--- config.mk ---
export PLATFORM = sky130hd
export DESIGN_NAME = arb_xfer_ctrl
export DESIGN_NICKNAME = d
export VERILOG_FILES = /design/src/rtl/arb_xfer_ctrl.sv
export SDC_FILE = /design/constraint.sdc
export NUM_CORES = 1
export LEC_CHECK = 0
export ABC_AREA = 0
export BUFFER_PORTS_ARGS = -buffer_cell sky130_fd_sc_hd__buf_2
export CAP_MARGIN = 20
export CORE_ASPECT_RATIO = 0.7
export CORE_MARGIN = 4
export CORE_UTILIZATION = 43
export CTS_CLUSTER_DIAMETER = 120
export CTS_CLUSTER_SIZE = 10
export DETAILED_ROUTE_END_ITERATION = 10
export PLACE_DENSITY = 0.78
export SYNTH_ARGS = -nofsm -noshare
export SYNTH_HDL_FRONTEND = slang
export SYNTH_SLANG_ARGS = --single-unit
--- constraint.sdc ---
create_clock -name clk -period 1.8 [get_ports clk]
set_clock_uncertainty 0.15 [all_clocks]
set_input_delay 0.18 -clock clk [delete_from_list [all_inputs] [get_ports clk]]
set_output_delay 0.18 -clock clk [all_outputs]
set_load 0.05 [all_outputs]
--- src/rtl/arb_xfer_ctrl.sv ---
// arb_xfer_ctrl: consumes a registered one-hot arbiter grant and runs a
// fixed-length valid/ready burst for the granted requester. A DONE cycle and
// a GAP cycle after each burst keep the arbiter's lagging grant from starting
// a second, unwanted burst for the requester that just finished.
module arb_xfer_ctrl #(
  parameter int unsigned DATA_W   = 8,
  parameter int unsigned BEAT_CNT = 4
) (
  input  logic                  clk,
  input  logic                  rst,
  input  logic [3:0]            gnt,
  input  logic [4*DATA_W-1:0]   req_data,
  output logic                  bus_valid,
  input  logic                  bus_ready,
  output logic [DATA_W-1:0]     bus_data,
  output logic [1:0]            bus_src,
  output logic                  bus_last,
  output logic [3:0]            done,
  output logic                  busy,
  output logic                  err
);

  localparam int unsigned CntW = (BEAT_CNT > 1) ? $clog2(BEAT_CNT) : 1;
  localparam logic [CntW-1:0] LastIdx = CntW'(BEAT_CNT - 1);

  typedef enum logic [1:0] {
    StIdle,
    StXfer,
    StDone,
    StGap
  } state_e;

  state_e          state;
  logic [CntW-1:0] beat_cnt;

  logic            gnt_onehot;
  logic            gnt_multi;
  logic [1:0]      gnt_idx;
  logic            accept;
  logic [CntW-1:0] beat_nxt;

  // Classify the incoming grant and encode its index
  always_comb begin
    gnt_onehot = (gnt != 4'b0000) && ((gnt & (gnt - 4'd1)) == 4'b0000);
    gnt_multi  = (gnt != 4'b0000) && !gnt_onehot;
    gnt_idx    = 2'd0;
    case (gnt)
      4'b0010: gnt_idx = 2'd1;
      4'b0100: gnt_idx = 2'd2;
      4'b1000: gnt_idx = 2'd3;
      default: gnt_idx = 2'd0;
    endcase
  end

  // Beat handshake and next beat index
  always_comb begin
    accept   = bus_valid && bus_ready;
    beat_nxt = beat_cnt + CntW'(1);
  end

  // Burst control FSM; all outputs except bus_data are registered here
  always_ff @(posedge clk or posedge rst) begin
    if (rst) begin
      state     <= StIdle;
      beat_cnt  <= '0;
      bus_valid <= 1'b0;
      bus_last  <= 1'b0;
      bus_src   <= 2'd0;
      busy      <= 1'b0;
      done      <= 4'b0000;
      err       <= 1'b0;
    end else begin
      // err and done are single-cycle pulses
      err  <= 1'b0;
      done <= 4'b0000;
      case (state)
        StIdle: begin
          busy      <= 1'b0;
          bus_valid <= 1'b0;
          bus_last  <= 1'b0;
          if (gnt_onehot) begin
            bus_src   <= gnt_idx;
            beat_cnt  <= '0;
            busy      <= 1'b1;
            bus_valid <= 1'b1;
            bus_last  <= (LastIdx == '0);
            state     <= StXfer;
          end else if (gnt_multi) begin
            err <= 1'b1;
          end
        end
        StXfer: begin
          // gnt is deliberately not looked at while a burst is in flight
          if (accept) begin
            if (beat_cnt == LastIdx) begin
              bus_valid     <= 1'b0;
              bus_last      <= 1'b0;
              done[bus_src] <= 1'b1;
              state         <= StDone;
            end else begin
              beat_cnt <= beat_nxt;
              bus_last <= (beat_nxt == LastIdx);
            end
          end
        end
        StDone: begin
          state <= StGap;
        end
        StGap: begin
          // Guard cycle: the arbiter's stale grant is still visible here
          busy  <= 1'b0;
          state <= StIdle;
        end
        default: begin
          state <= StIdle;
        end
      endcase
    end
  end

  // Drive the bus with the latched source's data word
  always_comb begin
    bus_data = req_data[DATA_W-1:0];
    case (bus_src)
      2'd1:    bus_data = req_data[1*DATA_W +: DATA_W];
      2'd2:    bus_data = req_data[2*DATA_W +: DATA_W];
      2'd3:    bus_data = req_data[3*DATA_W +: DATA_W];
      default: bus_data = req_data[0 +: DATA_W];
    endcase
  end

endmodule

Word level (Yosys, flattened, before mapping)
Index checks and enable logic that the tools add are counted.
{"block": "word_totals", "input_bits": 39, "out_inout_bits": 18, "wordCells": 69, "register_bits": 14}
{"block": "classes", "n_mux": 26, "magnitude_cmp": 2, "bitwise": 1, "eq_ne": 15, "addsub": 2, "n_reduce_logical": 15}
{"op": "8-bit case mux with 3 select lines", "n": 1}
{"op": "2-bit == test, second input constant", "n": 6}
{"op": "2-bit two-way mux", "n": 6}
{"op": "4-bit two-way mux", "n": 3}
{"op": "1-bit two-way mux", "n": 9}
{"op": "2-bit inequality test, second input constant", "n": 4}
{"op": "2-bit case mux with 4 select lines", "n": 1}
{"op": "1-bit case mux with 2 select lines", "n": 3}
{"op": "2-bit case mux with 3 select lines", "n": 1}
{"op": "3-bit AND reduction", "n": 2}
{"op": "4-bit bitwise AND", "n": 1}
{"op": "2-bit by 1-bit == test with 1-bit output, second input constant", "n": 2}
{"op": "4-bit by 2-bit == test with 1-bit output, second input constant", "n": 1}
{"op": "4-bit by 3-bit == test with 1-bit output, second input constant", "n": 1}
{"op": "4-bit == test, second input constant", "n": 1}
{"op": "1-bit logical AND", "n": 4}
{"op": "4-bit logical NOT", "n": 1}
{"op": "2-bit case mux with 2 select lines", "n": 1}
{"op": "2-bit AND reduction", "n": 2}
{"op": "4-bit AND reduction", "n": 1}
{"op": "2-bit nonzero test", "n": 2}
{"op": "4-bit nonzero test", "n": 1}
{"op": "4-bit by 1-bit subtractor with 4-bit output, second input constant", "n": 1}
{"op": "2-bit by 3-bit less-than comparator with 1-bit output, second input constant", "n": 1}
{"op": "other kinds (5)", "n": 5}

Depth between registers and ports, before layout
Gate-level depths: netlist of the first run.
{"block": "depth", "depth_word": 9, "ltp_mapped": 6, "ltp_nobuf": 6}

Least setup slack after synthesis of the first run
Ideal clock, no wire load.
{"block": "synth_timing", "kind": "reg-to-output", "from": "register bus_src[0]", "to": "output port bus_data[1]", "path_stages_with_launch": 4, "slack_ns": -0.406, "t_required_ns": 1.470, "arrival_ns": 1.876, "cell_sequence": "dfrtp_1 -> clkbuf_1 -> buf_2 -> mux4_2"}
{"block": "synth_between", "elab_chain_cells": 2, "word_cells_on_any_way": 4}
{"element": "start, declared", "line": "16", "source": "output logic [1:0] bus_src,"}
{"element": "start signal, assigned", "line": "82", "source": "bus_src <= gnt_idx;"}
{"element": "2-bit == test / 2-bit by 1-bit == test with 1-bit output (equally long branches)", "line": "124", "source": "case (bus_src)"}
{"element": "8-bit case mux with 3 select lines *", "line": "124"}
{"element": "end, declared", "line": "15", "source": "output logic [DATA_W-1:0] bus_data,"}
Every way passes the cells marked *; elsewhere a longest branch is shown, timed or not.

Worst setup path in the final report of the first run
{"block": "layout_timing", "from": "register bus_src[0]", "to": "output port bus_data[5]"}
The elaborated chain is that of the path after synthesis.

==> run metrics, run 1 <==
sw frac 48.26%; clock sinks 14; Die Wd 65.70 um; relative slew slack approximately 64%; Final min period between 1500 and 2000 ps; crit share post-route 105.1%; Worst setup SP type register; Met1 Routed Length 1208 um; Netlist cell types 34; GRT Residual Overflow 0; die height 48.39 um; post-synthesis compound-gate area fraction 13.23%; largest family of logic cells by synthesized area multiplexers; Setup WS post-layout -90.94 ps; Clock Latency Late Sink just under 300 ps; Root Buffer clkbuf_4; RSZ-0062 raised after global routing yes; synthesis-to-finish area growth 46.82%; sequential share of power 21.0%; Slew Viols, Final 0; gpl congestion 0.8027; DR WL/cell 16.26 um; kind of end point of the critical path primary output; clock-pin slew on the worst setup and hold paths 90 ps; vias in the first global route 981; All-Layer GR Usage a little under a fifth; area share of the largest cell type after synthesis between 30% and 40%; Antenna diodes 0; HPWL after DPL between 2000 and 2500 um; Crit path arrival time 1560 ps; H-tree depth 1; Layout Nets 197; Crit Path Class register to primary output; starting density of the core 45.77%; Synth Cell Area 1002 um2; core area between 2000 and 2500 um2; Synth Area in Adders under 10%; Mapped Cells between 80 and 90; 1st-iter DRT viols 50; Post-synth EDFFs 0; largest net degree at the start of global routing 16; mux share of post-synthesis cell area 23.60%; mean area per synthesized cell 11.26 um2; final wirelength 2975 um; leak pwr 0.7631 nW; Port-buffer cells 56; Layout Utilization 67.20%; Mapped Nets roughly 130; Met3 Routed Length around 300 um; min-delay worst type input pin to register; outcome finished with violations; Synth Area in Simple Gates 11.99%; peak supply drop about 0.87 mV; largest area contributor in the netlist dfrtp_1; routed vias 947; pwr dens about 1700 nW/um2; most instantiated library cell after synthesis dfrtp_1; Clock Power Share a little under a tenth; Final setup viols 8; Final Hold Fails 0; top post-synthesis cells by area dfrtp_1 (35%), mux4_2 (18%), ha_1 (7.5%), mux2i_1 (3.0%), inv_1 (2.6%); final instance area 1471 um2; Slew @ Worst Pin 538.0 ps; initial antenna violation count 0; met2 wire len 1417 um; Async SR Flop Fraction 100.0%; Num CTS Buffers 3; drt pass-1 iters 4; DRC viols 0; post-place instance area ~1300 um2; synth cell count leaders dfrtp_1 (14), mux4_2 (8), inv_1 (7), ha_1 (6), nor2_1 (5); standard-cell rows 14; highest clock rate 0.5288 GHz; Yosys warnings 0; die area between 3000 and 4000 um2; highest routed layer met4; switching power total 1.194 mW; layout cell share with drive strength beyond 1 a little under three fifths; max-cap violations 0; Post-synth top flop dfrtp_1; combinational share of power a little over two thirds; crit path max fanout 6; Seq cells post-synth 14; Post-DRT Antenna Nets 0; TritonCTS clock tree done; WP data required 1470 ps; register area share after synthesis 34.96%; xor-xnor portion of the synthesized cell area 2.622%; Top Ports 57; first-pass GRT wire length about 4600 um; internal power ~1.3 mW; failing checks setup timing; clk buf depth 2; Vias/cell ~5.2
[power groups by stage]
stage	clock network [mW]	registers (mW)	logic (mW)
final	0.235	0.519	1.72
after global routing	0.255	0.534	1.82
after CTS	0.241	0.515	1.64
after detailed placement	0	0.566	1.37
after global placement	0	0.555	1.34
after floorplan	0	0.630	1.03
[logic make-up (layout without fill, tap and decap cells)]
group	count (synthesis)	after routing
multiplexers	13	13
buffers and inverters	14	76
adder cells (fa/ha/maj)	6	6
AND/OR/NAND/NOR	22	22
AO/OA/AOI/OAI	17	17
XOR/XNOR	3	3
flip-flops	14	14
[worst max-delay path, stage by stage, from the launching register on]
cell     delay (ps)
dfrtp_4         430
buf_4           160
mux4_2          520
buf_6           170
[repair_timing]
item	4_1_cts	5_1_grt
gates resized for setup	21	4
endpoints found under the hold margin	14	0
setup buffers	4	1
endpoints found under the setup margin	9	10
hold buffers	1	0
[cell usage in the layout, fill, tap and decap left out, types with 2 or more instances in the layout]
| cell type | netlist | routed |
|---|---|---|
| nand2_1 | 4 | 4 |
| dfrtp_1 | 14 | 12 |
| buf_4 | 1 | 7 |
| nand3_1 | 3 | 3 |
| xor2_1 | 2 | 2 |
| a22o_1 | 2 | 2 |
| buf_2 | 4 | 48 |
| clkbuf_4 | 0 | 3 |
| inv_2 | 0 | 2 |
| mux4_2 | 8 | 8 |
| a32o_1 | 2 | 2 |
| ha_1 | 6 | 4 |
| nor3b_1 | 2 | 2 |
| o21ai_0 | 2 | 2 |
| nor2_1 | 5 | 5 |
| a21oi_1 | 3 | 3 |
| and3_1 | 2 | 2 |
| buf_6 | 0 | 8 |
| inv_1 | 7 | 5 |
| mux2i_1 | 3 | 3 |
| o31ai_1 | 2 | 2 |
[path summary, 6_finish.rpt]
kind | startpoint | endpoint | slack, ps | cells past startpoint
hold reg to reg | bus_last | bus_last | 360 | 1
min in group asynchronous | rst | bus_valid | 320 | 3
setup reg to reg | state[1] | state[1] | 60 | 6
max in group asynchronous | rst | bus_src[0] | 780 | 3
hold / removal | gnt[1] | bus_src[1] | 70 | 2
setup / recovery | bus_src[0] | bus_data[5] | -90 | 3
[metal layers]
layer / vias up / global-route usage [%]
li1: 453 / -
met5: - / 0
met2: 49 / 30.62
met3: 8 / 7.407
met4: 0 / 5.517
met1: 437 / 21.88
[layout make-up]
class	instances	area, um2
flip-flops and latches	14	355.3
inverters	7	26.28
multi-input cells	61	605.6
well taps	32	40.04
repair buffers	65	407.9
clock buffers	4	36.28
fillers	175	718.2
[sequential cells by signal (all words and copies together) (netlist names)]
name	count
bus_src	2
bus_last	1
busy	1
err	1
state	2
done	4
beat_cnt	2
bus_valid	1
[through the flow]
stage / std cells / hold slack (ps) / setup TNS, ps / power (mW) / setup slack (ps)
after floorplan: 89 / -80.92 / -167.5 / 1.660 / -41.87
after global routing: 183 / 85.55 / -783.8 / 2.610 / -117.6
final: 183 / 67.08 / -491.7 / 2.474 / -90.94
after global placement: 173 / 88.52 / 0 / 1.890 / 48.18
after detailed placement: 173 / 99.27 / -55.46 / 1.933 / -55.46
after CTS: 182 / 54.92 / -493.5 / 2.401 / -80.90
No activity file was read; power rests on OpenSTA's default activity.
==> run 2: changes to the inputs <==
Settings changed: CELL_PAD_IN_SITES_DETAIL_PLACEMENT set to 1, CELL_PAD_IN_SITES_GLOBAL_PLACEMENT set to 1, CORE_UTILIZATION 43 to 32, PLACE_DENSITY 0.78 to unset, PLACE_DENSITY_LB_ADDON set to 0.1.
==> run 2 against run 1 <==
Against the previous run: the run still ends with setup timing left; critical path depth is the same; maximum frequency grew 3.0%; register-to-register slack gained 40 ps; critical path type unchanged; utilization shrank 13 points; setup slack gained 55 ps.
==> run metrics, run 2 (synthesis results as in run 1) <==
1st-iter DRT viols 32 (-36%); clk buf depth 2 (unchanged); Final setup viols 8 (unchanged); Finished Layout Cells 193 (+5.5%); placed instance count 181 (+4.6%); largest net degree at the start of global routing 16 (unchanged); Antenna diodes 0 (unchanged); Slew Viols, Final 0 (unchanged); Setup WS post-layout -35.48 ps (+55.45 ps); Final Hold Fails 0 (unchanged); HPWL after DPL 2477 um (+12%); starting density of the core 34.53% (-11 points); Top Ports 57 (unchanged); routed vias 965 (+1.9%); number of flip-flops in the largest register 4 (unchanged); clock-pin slew on the worst setup and hold paths 60 ps (-30 ps); Die Wd 74.89 um (+14%); Root Buffer clkbuf_8; synthesis-to-finish area growth 56.18%; die height 54.82 um (+13%); vias in the first global route 1,036 (+5.6%); most frequent cells in the layout buf_2 (48), dfrtp_1 (12), buf_4 (11); RSZ-0062 raised after global routing yes; WP data required 1470 ps (about the same); H-tree depth 1 (unchanged); gpl congestion 0.7968 (-0.74%); Post-DRT Antenna Nets 0 (unchanged); leak pwr 0.8081 nW (+5.9%); final wirelength 3433 um (+15%); dpl ws 7.577 ps (+63.03 ps); post-place instance area 1348 um2 (+2.7%); max-cap violations 0 (unchanged); Num CTS Buffers 3 (unchanged); pwr dens 1710 nW/um2 (+1.7%); Crit Path Class register to primary output; core area 2903 um2 (+33%); commonest non-fill, non-tap cell in the layout buf_2; min-delay worst type input pin to register; highest clock rate 0.5448 GHz (+3.0%); DR WL/cell 17.79 um (+9.4%); relative slew slack 62.61% (-1.5 points); TritonCTS clock tree done; first-pass GRT wire length 5140 um (+12%); drt pass-1 iters 4 (unchanged); DRC viols 0 (unchanged); outcome finished with violations; crit share post-route 102.0% (-3.1 points); Clock Latency Late Sink 250 ps (-40 ps); All-Layer GR Usage 17.19% (-1.3 points); peak supply drop 0.6932 mV (-20%); Layout Utilization 53.92% (-13 points); die area 4105 um2 (+29%); clock sinks 14 (unchanged); standard-cell rows 16 (+2); crit path max fanout 5 (-1); Port-buffer cells 56 (unchanged); GRT Residual Overflow 0 (unchanged); Crit path arrival time 1510 ps (-50 ps); Slew @ Worst Pin 560.3 ps (+22.29 ps); Worst setup SP type register; most flop-heavy register done; Layout Nets 203 (+3.0%); initial antenna violation count 0 (unchanged); layout cell share with drive strength beyond 1 57.32% (+1.0 points); failing checks setup timing; Final min period 1835 ps (-55.45 ps); final instance area 1565 um2 (+6.4%); Vias/cell 5.000 (-3.4%); kind of end point of the critical path primary output
## run 2: cell types whose count changed in the layout (fill, tap and decap cells not counted), moves of 2 or more
| cell | previous run | this run |
|---|---|---|
| clkbuf_4 | 3 | 0 |
| clkbuf_8 | 1 | 4 |
| buf_8 | 1 | 3 |
| buf_4 | 7 | 11 |
## run 2: what timing repair did
item / 4_1_cts / 5_1_grt
endpoints found under the setup margin: 9 / 10
buffers inserted: 5 / 2
hold endpoints to repair: 14 / 0
hold buffers: 1 / 0
gates resized for setup: 24 / 5
## run 2: power breakdown
| part | total (mW) | leakage, nW | switching (mW) | internal (mW) |
|---|---|---|---|---|
| sequential | 0.536 | 0.179 | 0.124 | 0.412 |
| combinational | 1.83 | 0.600 | 0.999 | 0.828 |
| clock | 0.314 | 0.0288 | 0.120 | 0.194 |
## run 2: stage by stage
stage / power (mW) / setup TNS [ps] / hold slack (ps)
floorplan: 1.660 / -167.5 / -80.92
global placement: 1.951 / 0 / 107.4
detailed placement: 1.981 / 0 / 117.6
CTS: 2.578 / -126.0 / 176.0
global route: 2.848 / -538.4 / 207.4
finish: 2.677 / -173.4 / 190.4
## run 2: final cells by class
type | count | area [um2]
Sequential cell | 14 | 355.3
Inverter | 7 | 26.28
Fill cell | 343 | 1338
Timing Repair Buffer | 71 | 467.9
Tap cell | 36 | 45.04
Clock buffer | 4 | 55.05
Multi-Input combinational cell | 61 | 615.6
## run 2: worst paths after layout
check	from	endpoint	slack, ps	cells past startpoint
worst max-delay path	bus_src[0]	bus_data[1]	-40	3
worst min-delay path	gnt[0]	bus_src[1]	190	3
worst max register to register	state[1]	state[1]	100	6
worst min register to register	bus_last	bus_last	360	1
max in group asynchronous	rst	bus_src[0]	690	3
min in group asynchronous	rst	bus_last	380	3
## run 2: layer usage
| layer | GRT usage, % | share of wire (%) |
|---|---|---|
| met1 | 22.75 | 44 |
| met5 | 0 | 0 |
| met2 | 28.47 | 52 |
| met3 | 4.954 | 4.0 |
| met4 | 2.663 | 0.23 |
## run 2: worst max-delay path, stage by stage, from the launching register on
cell     delay [ps]
dfrtp_4         440
buf_8           130
mux4_2          510
buf_6           170
